==> config.mk <==
export PLATFORM = sky130hd
export DESIGN_NAME = mem_stage
export DESIGN_NICKNAME = d
export VERILOG_FILES = /design/src/rtl/mem_stage.sv
export SDC_FILE = /design/constraint.sdc
export NUM_CORES = 1
export LEC_CHECK = 0
export CORE_AREA = 5 5 121 123
export CTS_CLUSTER_SIZE = 24
export DETAILED_ROUTE_END_ITERATION = 8
export DIE_AREA = 0 0 126 128
export PLACE_DENSITY_LB_ADDON = 0.3
export SLEW_MARGIN = 0
export SYNTH_ARGS = -nofsm -noshare
export SYNTH_HDL_FRONTEND = slang
export SYNTH_SLANG_ARGS = --single-unit
==> constraint.sdc <==
create_clock -name clk -period 2.5 [get_ports clk]
set_input_delay 0.25 -clock clk [delete_from_list [all_inputs] [get_ports clk]]
set_output_delay 0.25 -clock clk [all_outputs]
set_load 0.01 [all_outputs]
==> src/rtl/mem_stage.sv <==
// MEM pipeline stage: decodes the EX memory op into a bus_if word request, checks
// word alignment, merges load data and registers the MEM/WB pipeline fields.
module mem_stage (
    input  logic        clk,
    input  logic        reset,
    input  logic        stall,
    input  logic        flush,
    input  logic        ex_en,
    input  logic [29:0] ex_pc,
    input  logic [1:0]  ex_mem_op,
    input  logic [31:0] ex_mem_wr_data,
    input  logic [31:0] ex_out,
    input  logic [4:0]  ex_dst_addr,
    input  logic        ex_gpr_we_,
    input  logic [1:0]  ex_ctrl_op,
    input  logic        ex_br_flag,
    input  logic [2:0]  ex_exp_code,
    output logic [29:0] addr,
    output logic        as_,
    output logic        rw,
    output logic [31:0] wr_data,
    input  logic [31:0] rd_data,
    output logic [31:0] fwd_data,
    output logic        mem_en,
    output logic [29:0] mem_pc,
    output logic [4:0]  mem_dst_addr,
    output logic        mem_gpr_we_,
    output logic [1:0]  mem_ctrl_op,
    output logic        mem_br_flag,
    output logic [2:0]  mem_exp_code,
    output logic [31:0] mem_out
);

    localparam int unsigned DATA_W = 32;
    localparam int unsigned ADDR_W = 30;

    localparam logic [1:0] OP_LDW         = 2'd1;
    localparam logic [1:0] OP_STW         = 2'd2;
    localparam logic [2:0] EXP_NONE       = 3'd0;
    localparam logic [2:0] EXP_MISS_ALIGN = 3'd4;

    logic w_is_ldw;
    logic w_is_stw;
    logic w_is_mem;
    logic w_miss_align;
    logic w_has_exp;

    // Request decode; an incoming exception suppresses the strobe but not the check
    always_comb begin
        w_is_ldw     = (ex_mem_op == OP_LDW);
        w_is_stw     = (ex_mem_op == OP_STW);
        w_is_mem     = w_is_ldw | w_is_stw;
        w_has_exp    = (ex_exp_code != EXP_NONE);
        w_miss_align = ex_en & w_is_mem & (ex_out[1:0] != 2'b00);
        as_          = ~(ex_en & w_is_mem & ~w_miss_align & ~w_has_exp);
        rw           = w_is_stw;
        addr         = ADDR_W'(ex_out[DATA_W-1:2]);
        wr_data      = ex_mem_wr_data;
        fwd_data     = w_is_ldw ? rd_data : ex_out;
    end

    // MEM/WB register: reset > stall > flush > misalignment > normal load
    always_ff @(posedge clk) begin
        if (reset) begin
            mem_en       <= 1'b0;
            mem_pc       <= '0;
            mem_dst_addr <= '0;
            mem_gpr_we_  <= 1'b1;
            mem_ctrl_op  <= '0;
            mem_br_flag  <= 1'b0;
            mem_exp_code <= EXP_NONE;
            mem_out      <= '0;
        end else if (!stall) begin
            if (flush) begin
                mem_en       <= 1'b0;
                mem_pc       <= '0;
                mem_dst_addr <= '0;
                mem_gpr_we_  <= 1'b1;
                mem_ctrl_op  <= '0;
                mem_br_flag  <= 1'b0;
                mem_exp_code <= EXP_NONE;
                mem_out      <= '0;
            end else if (w_miss_align && !w_has_exp) begin
                mem_en       <= 1'b1;
                mem_pc       <= ex_pc;
                mem_dst_addr <= ex_dst_addr;
                mem_gpr_we_  <= 1'b1;
                mem_ctrl_op  <= ex_ctrl_op;
                mem_br_flag  <= ex_br_flag;
                mem_exp_code <= EXP_MISS_ALIGN;
                mem_out      <= '0;
            end else begin
                mem_en       <= ex_en;
                mem_pc       <= ex_pc;
                mem_dst_addr <= ex_dst_addr;
                mem_gpr_we_  <= ex_gpr_we_ | w_is_stw;
                mem_ctrl_op  <= ex_ctrl_op;
                mem_br_flag  <= ex_br_flag;
                mem_exp_code <= ex_exp_code;
                mem_out      <= fwd_data;
            end
        end
    end

endmodule
# Word level (Yosys, flattened, before mapping)
# Cells that the tools add are included.
[totals]
ff_bits = 75
input_bits = 145
out_inout_bits = 171
wordCells = 36
[classes]
n_eq_ne = 2
n_mux = 13
bitwise = 9
n_reduce_logical = 4
[op_table]
columns = ["operator", "n"]
rows = [
  ["32-bit two-way mux", 3],
  ["30-bit two-way mux", 1],
  ["3-bit two-way mux", 2],
  ["1-bit two-way mux", 5],
  ["5-bit two-way mux", 1],
  ["1-bit bitwise AND", 4],
  ["1-bit inverter", 3],
  ["3-bit nonzero test", 1],
  ["2-bit by 1-bit == test with 1-bit output (second input constant)", 1],
  ["2-bit == test (second input constant)", 1],
  ["2-bit two-way mux", 1],
  ["1-bit bitwise OR", 2],
  ["2-bit nonzero test", 1],
  ["1-bit logical AND", 1],
  ["1-bit zero test", 1],
]

# Depth between registers and ports, before layout
[logic_depth]
ltp_word = 8
mapped_depth = 7
depth_no_buf = 5

# Least setup slack after synthesis
# OpenSTA, ideal clock, no wires.
[synth_timing]
kind = "input-to-reg"
startpoint = "input port ex_mem_op[0]"
endpoint = "register mem_out[23]"
setup_ns = 0.117
arrival_ns = 1.894
t_required_ns = 2.383
slack_ns = 0.488
cell_stages = 7
n_path_buf = 2
path_cell_list = "inv_1 ha_1 or3b_1 or4_4 buf_6 buf_8 a32o_1"
[synth_via]
elab_chain_len = 7
elab_cells_between_ends = 9
cone_classes = "eq/ne: 2; mux: 3; bitwise: 3; reduce/logical: 1"
[synth_rtl]
columns = ["item", "line", "source"]
rows = [
  ["from (decl)", "10", "input logic [1:0] ex_mem_op,"],
  ["2-bit by 1-bit == test with 1-bit output or 2-bit == test (tied branches)", "50, 51", ""],
  ["1-bit bitwise OR", "52", "w_is_mem = w_is_ldw | w_is_stw;"],
  ["1-bit bitwise AND (2 in a row)", "54", "w_miss_align = ex_en & w_is_mem & (ex_out[1:0] != 2'b00);"],
  ["1-bit logical AND", "83", "end else if (w_miss_align && !w_has_exp) begin"],
  ["32-bit two-way mux (*)", "83", ""],
  ["32-bit two-way mux (*)", "74", "if (flush) begin"],
  ["to (signal assigned)", "100", "mem_out <= fwd_data;"],
  ["to (decl)", "31", "output logic [31:0] mem_out"],
]
# Every way passes the cells marked *; elsewhere a longest branch is shown, timed or not.
# A chain may end at the register's enable or synchronous reset.

# Final worst setup path
[layout_timing]
startpoint = "input port ex_mem_op[0]"
endpoint = "output port as_"
[layout_via]
elab_chain_len = 8
elab_cells_between_ends = 9
cone_classes = "eq/ne: 2; bitwise: 7"
[layout_rtl]
columns = ["item", "line", "source"]
rows = [
  ["2-bit by 1-bit == test with 1-bit output or 2-bit == test (tied branches)", "50, 51", ""],
  ["1-bit bitwise OR (*)", "52", ""],
  ["1-bit bitwise AND (*)", "54, 55", ""],
  ["1-bit bitwise AND", "54", ""],
  ["1-bit inverter", "55", "as_ = ~(ex_en & w_is_mem & ~w_miss_align & ~w_has_exp);"],
  ["1-bit bitwise AND (*) (2 in a row)", "55", ""],
  ["1-bit inverter (*)", "55", ""],
  ["to (decl)", "19", "output logic as_,"],
]
# Marked as above.

==> summary.md <==
| Metric | Value |
|---|---|
| Vias per cell | `around 4.6` |
| Worst hold slack | `about 0.3 ns` |
| Max H-tree Level | `3` |
| Post-route cell area | `slightly below 6000 sq um` |
| Port Buffers | `about 250` |
| Synth Register Bits | `75` |
| Sequential area share after synthesis | `0.444` |
| Mapped cell area | `3380 sq um` |
| Drt drc | `0` |
| Fillers | `about 1.3k` |
| RSZ-0062 raised after global routing | `no` |
| Yosys top cell area share | `0.444` |
| CTS Sinks | `75` |
| Finished Layout Cells | `699` |
| Slowest-stage cell, CP | `clkdlybuf4s50_1` |
| Post-synth top cells | `dfxtp_1 (75), buf_4 (62), nor2_1 (44), a22oi_1 (40)` |
| Max-Cap Viols | `0` |
| Worst IR drop on VDD | `0.240 mV` |
| Crit Path Category | `primary input to output port` |
| Worst Path Required | `2.25 ns` |
| Cell family with the largest share of critical-path delay | `buffers and inverters` |
| Slowest stage delay, CP | `just under 0.5 ns` |
| 1st-iter DRT viols | `~130` |
| Yosys warns | `0` |
| Final Hold Vio Count | `0` |
| Hold Crit Class | `primary input to flip-flop` |
| Period utilization | `0.938` |
| Maximum clock frequency | `426 MHz` |
| Area contributors post-synth | `dfxtp_1 (44%), buf_4 (14%), mux2_2 (11%), a32o_1 (9.5%), a22oi_1 (8.9%)` |
| # setup viols final | `0` |
| DRT Pass-1 Iters | `4` |
| Clock latency on the worst-skew pair | `about 0.33 ns` |
| Longest Clk Path Bufs | `2` |
| I/O Pins | `between 300 and 400` |
| CP Max Fanout | `2` |
| Startpoint types | `primary input` |
| Detailed-route via count | `between 3k and 4k` |
| Largest net degree at the start of global routing | `40` |
| Gp weighted congestion | `0.825` |
| Placeable Area | `13600 sq um` |
| Placed cell areas | `5610 sq um` |
| All-Layer GR Usage | `0.141` |
| Dpl cells | `about 680` |
| Slew headroom | `0.716` |
| Die Footprint | `~16000 sq um` |
| Avg WL per Cell | `17.2 microns` |
| Share of cells above drive strength 1 | `0.127` |
| Worst path bufs/invs | `4` |
| Post-route ant nets | `0` |
| Total global routing overflow | `0` |
| Row cnt | `43` |
| Root Buffer | `clkbuf_16` |
| FFs w/ async S/R, synth | `0` |
| Synth Instances | `about 330` |
| WL final | `between 10000 and 15000 microns` |
| CP Capture Type | `output port` |
| Leak | `between 0.002 and 0.0025 uW` |
| Die Height | `roughly 130 microns` |
| Main flop type after synthesis | `dfxtp_1` |
| Synth unique cells | `21` |
| CTS Buf Count | `9` |
| Tmin final | `around 2.3 ns` |
| Number of flops mapped to enable cells by yosys | `0` |
| Hpwl dp | `between 9000 and 10000 microns` |
| Status | `complete, no violations` |
| Initial antenna violation count | `1` |
| Most frequent cell after synthesis | `dfxtp_1` |
| Fin nets | `660` |
| Crit path DAT | `approximately 2.1 ns` |
| Area delta synth->final | `75.6%` |
| Clock Skews | `0 ns` |
| Power Dens Cells | `between 500 and 600 nW/um^2` |
| Syn avg cell area | `around 10 sq um` |
| Syn nets | `approximately 480` |
| Starting Density | `0.250` |
| Critical Path, Cell by Cell | `clkdlybuf4s50_1 > inv_1 > ha_1 > or3b_1 > buf_4 > nor3_1 > nand2_1 > dlygate4sd2_1` |
| Vias in the first global route | `3374` |
| Max-slew violations | `0` |
| Synth area leader | `dfxtp_1` |
| Die X | `~130 microns` |
| CTS tree | `built` |
| Clk pin slew, worst setup/hold paths | `~0.06 ns` |
| First-pass GRT wire length | `18100 microns` |
| Hold Buf Count CTS | `0` |
| Worst-Margin Slew | `~0.43 ns` |
==> registers in the layout (all words and copies together), names as in the netlist <==
name          flops
mem_br_flag       1
mem_ctrl_op       2
mem_dst_addr      5
mem_en            1
mem_exp_code      3
mem_gpr_we_       1
mem_out          32
mem_pc           30
==> worst paths after layout <==
| kind | startpoint | to | slack (ns) | depth (start not counted) |
|---|---|---|---|---|
| worst max-delay path | ex_mem_op[0] | as_ | 0.16 | 8 |
| worst min-delay path | reset | mem_pc[0] | 0.31 | 2 |
| worst min register to register | mem_gpr_we_ | mem_gpr_we_ | 0.45 | 2 |
| worst max register to register | mem_exp_code[2] | mem_exp_code[2] | 1.72 | 2 |
==> repair_timing <==
item / 4_1_cts / 5_1_grt
resized for setup: 1 / 0
buffers inserted: 0 / 0
setup endpoints to repair: 1 / 0
==> cell usage in the layout (no fill, tap or decap) <==
cell,instances
inv_1,3
clkdlybuf4s50_1,248
dlygate4sd2_1,1
or3b_1,1
nor3_2,1
buf_2,2
a32oi_1,1
clkinv_2,3
a32o_1,32
nor2_2,1
clkbuf_16,9
or4_4,1
nand2_1,1
a21oi_1,3
nor3_1,1
mux2_2,32
a211oi_2,1
bufinv_16,2
buf_4,9
nor3b_1,1
ha_1,2
diode_2,1
nor2_1,43
buf_12,2
dfxtp_1,75
clkbuf_8,2
a22oi_1,40
nor2b_2,1
==> metal layers <==
| metal | part of all wire | wire length [microns] | track usage | up-vias |
|---|---|---|---|---|
| met4 | 0.023 | 271 | 0.0606 | 0 |
| met5 | 0 | 0 | 0 | - |
| li1 | - | - | - | 1502 |
| met1 | 0.35 | 4250 | 0.143 | 1533 |
| met2 | 0.51 | 6160 | 0.251 | 180 |
| met3 | 0.11 | 1330 | 0.0642 | 25 |
==> stage by stage <==
step	TNS [ns]	setup WS, ns	total power (uW)	utilization
2_1_floorplan	0	0.488	1610	-
3_3_place_gp	-0.493	-0.0707	1980	0.414
3_5_place_dp	-0.941	-0.0532	1990	0.414
4_1_cts	0	0.137	3430	0.438
5_1_grt	0	0.0782	3520	0.438
6_report	0	0.155	3370	0.438
==> power by group <==
| part | total [uW] | switching, uW | leakage [uW] | internal [uW] |
|---|---|---|---|---|
| clock | 1410 | 491 | 0.000165 | 923 |
| combinational | 684 | 253 | 0.00140 | 431 |
| sequential | 1270 | 25.3 | 0.000612 | 1240 |
| total | 3370 | 769 | 0.00217 | 2600 |
==> kinds of logic after synthesis <==
logic type      after synthesis  synth area share
buf+inv                      94             0.185
compound gates               77             0.194
flops                        75             0.444
simple gates                 51            0.0629
mux                          32             0.107
fa+ha+maj                     2           0.00740
==> layout make-up <==
| cell class | count | area [sq um] | area share |
|---|---|---|---|
| inverters | 3 | 11.3 | 0.00190 |
| clock buffers | 11 | 253 | 0.0425 |
| multi-input cells | 162 | 1260 | 0.213 |
| repair buffers | 262 | 2610 | 0.439 |
| flip-flops and latches | 75 | 1500 | 0.253 |
| clock inverters | 5 | 75.1 | 0.0126 |
| well taps | 180 | 225 | 0.0379 |
| diodes | 1 | 2.50 | 0.000421 |
(Power assumes the default switching activity.)
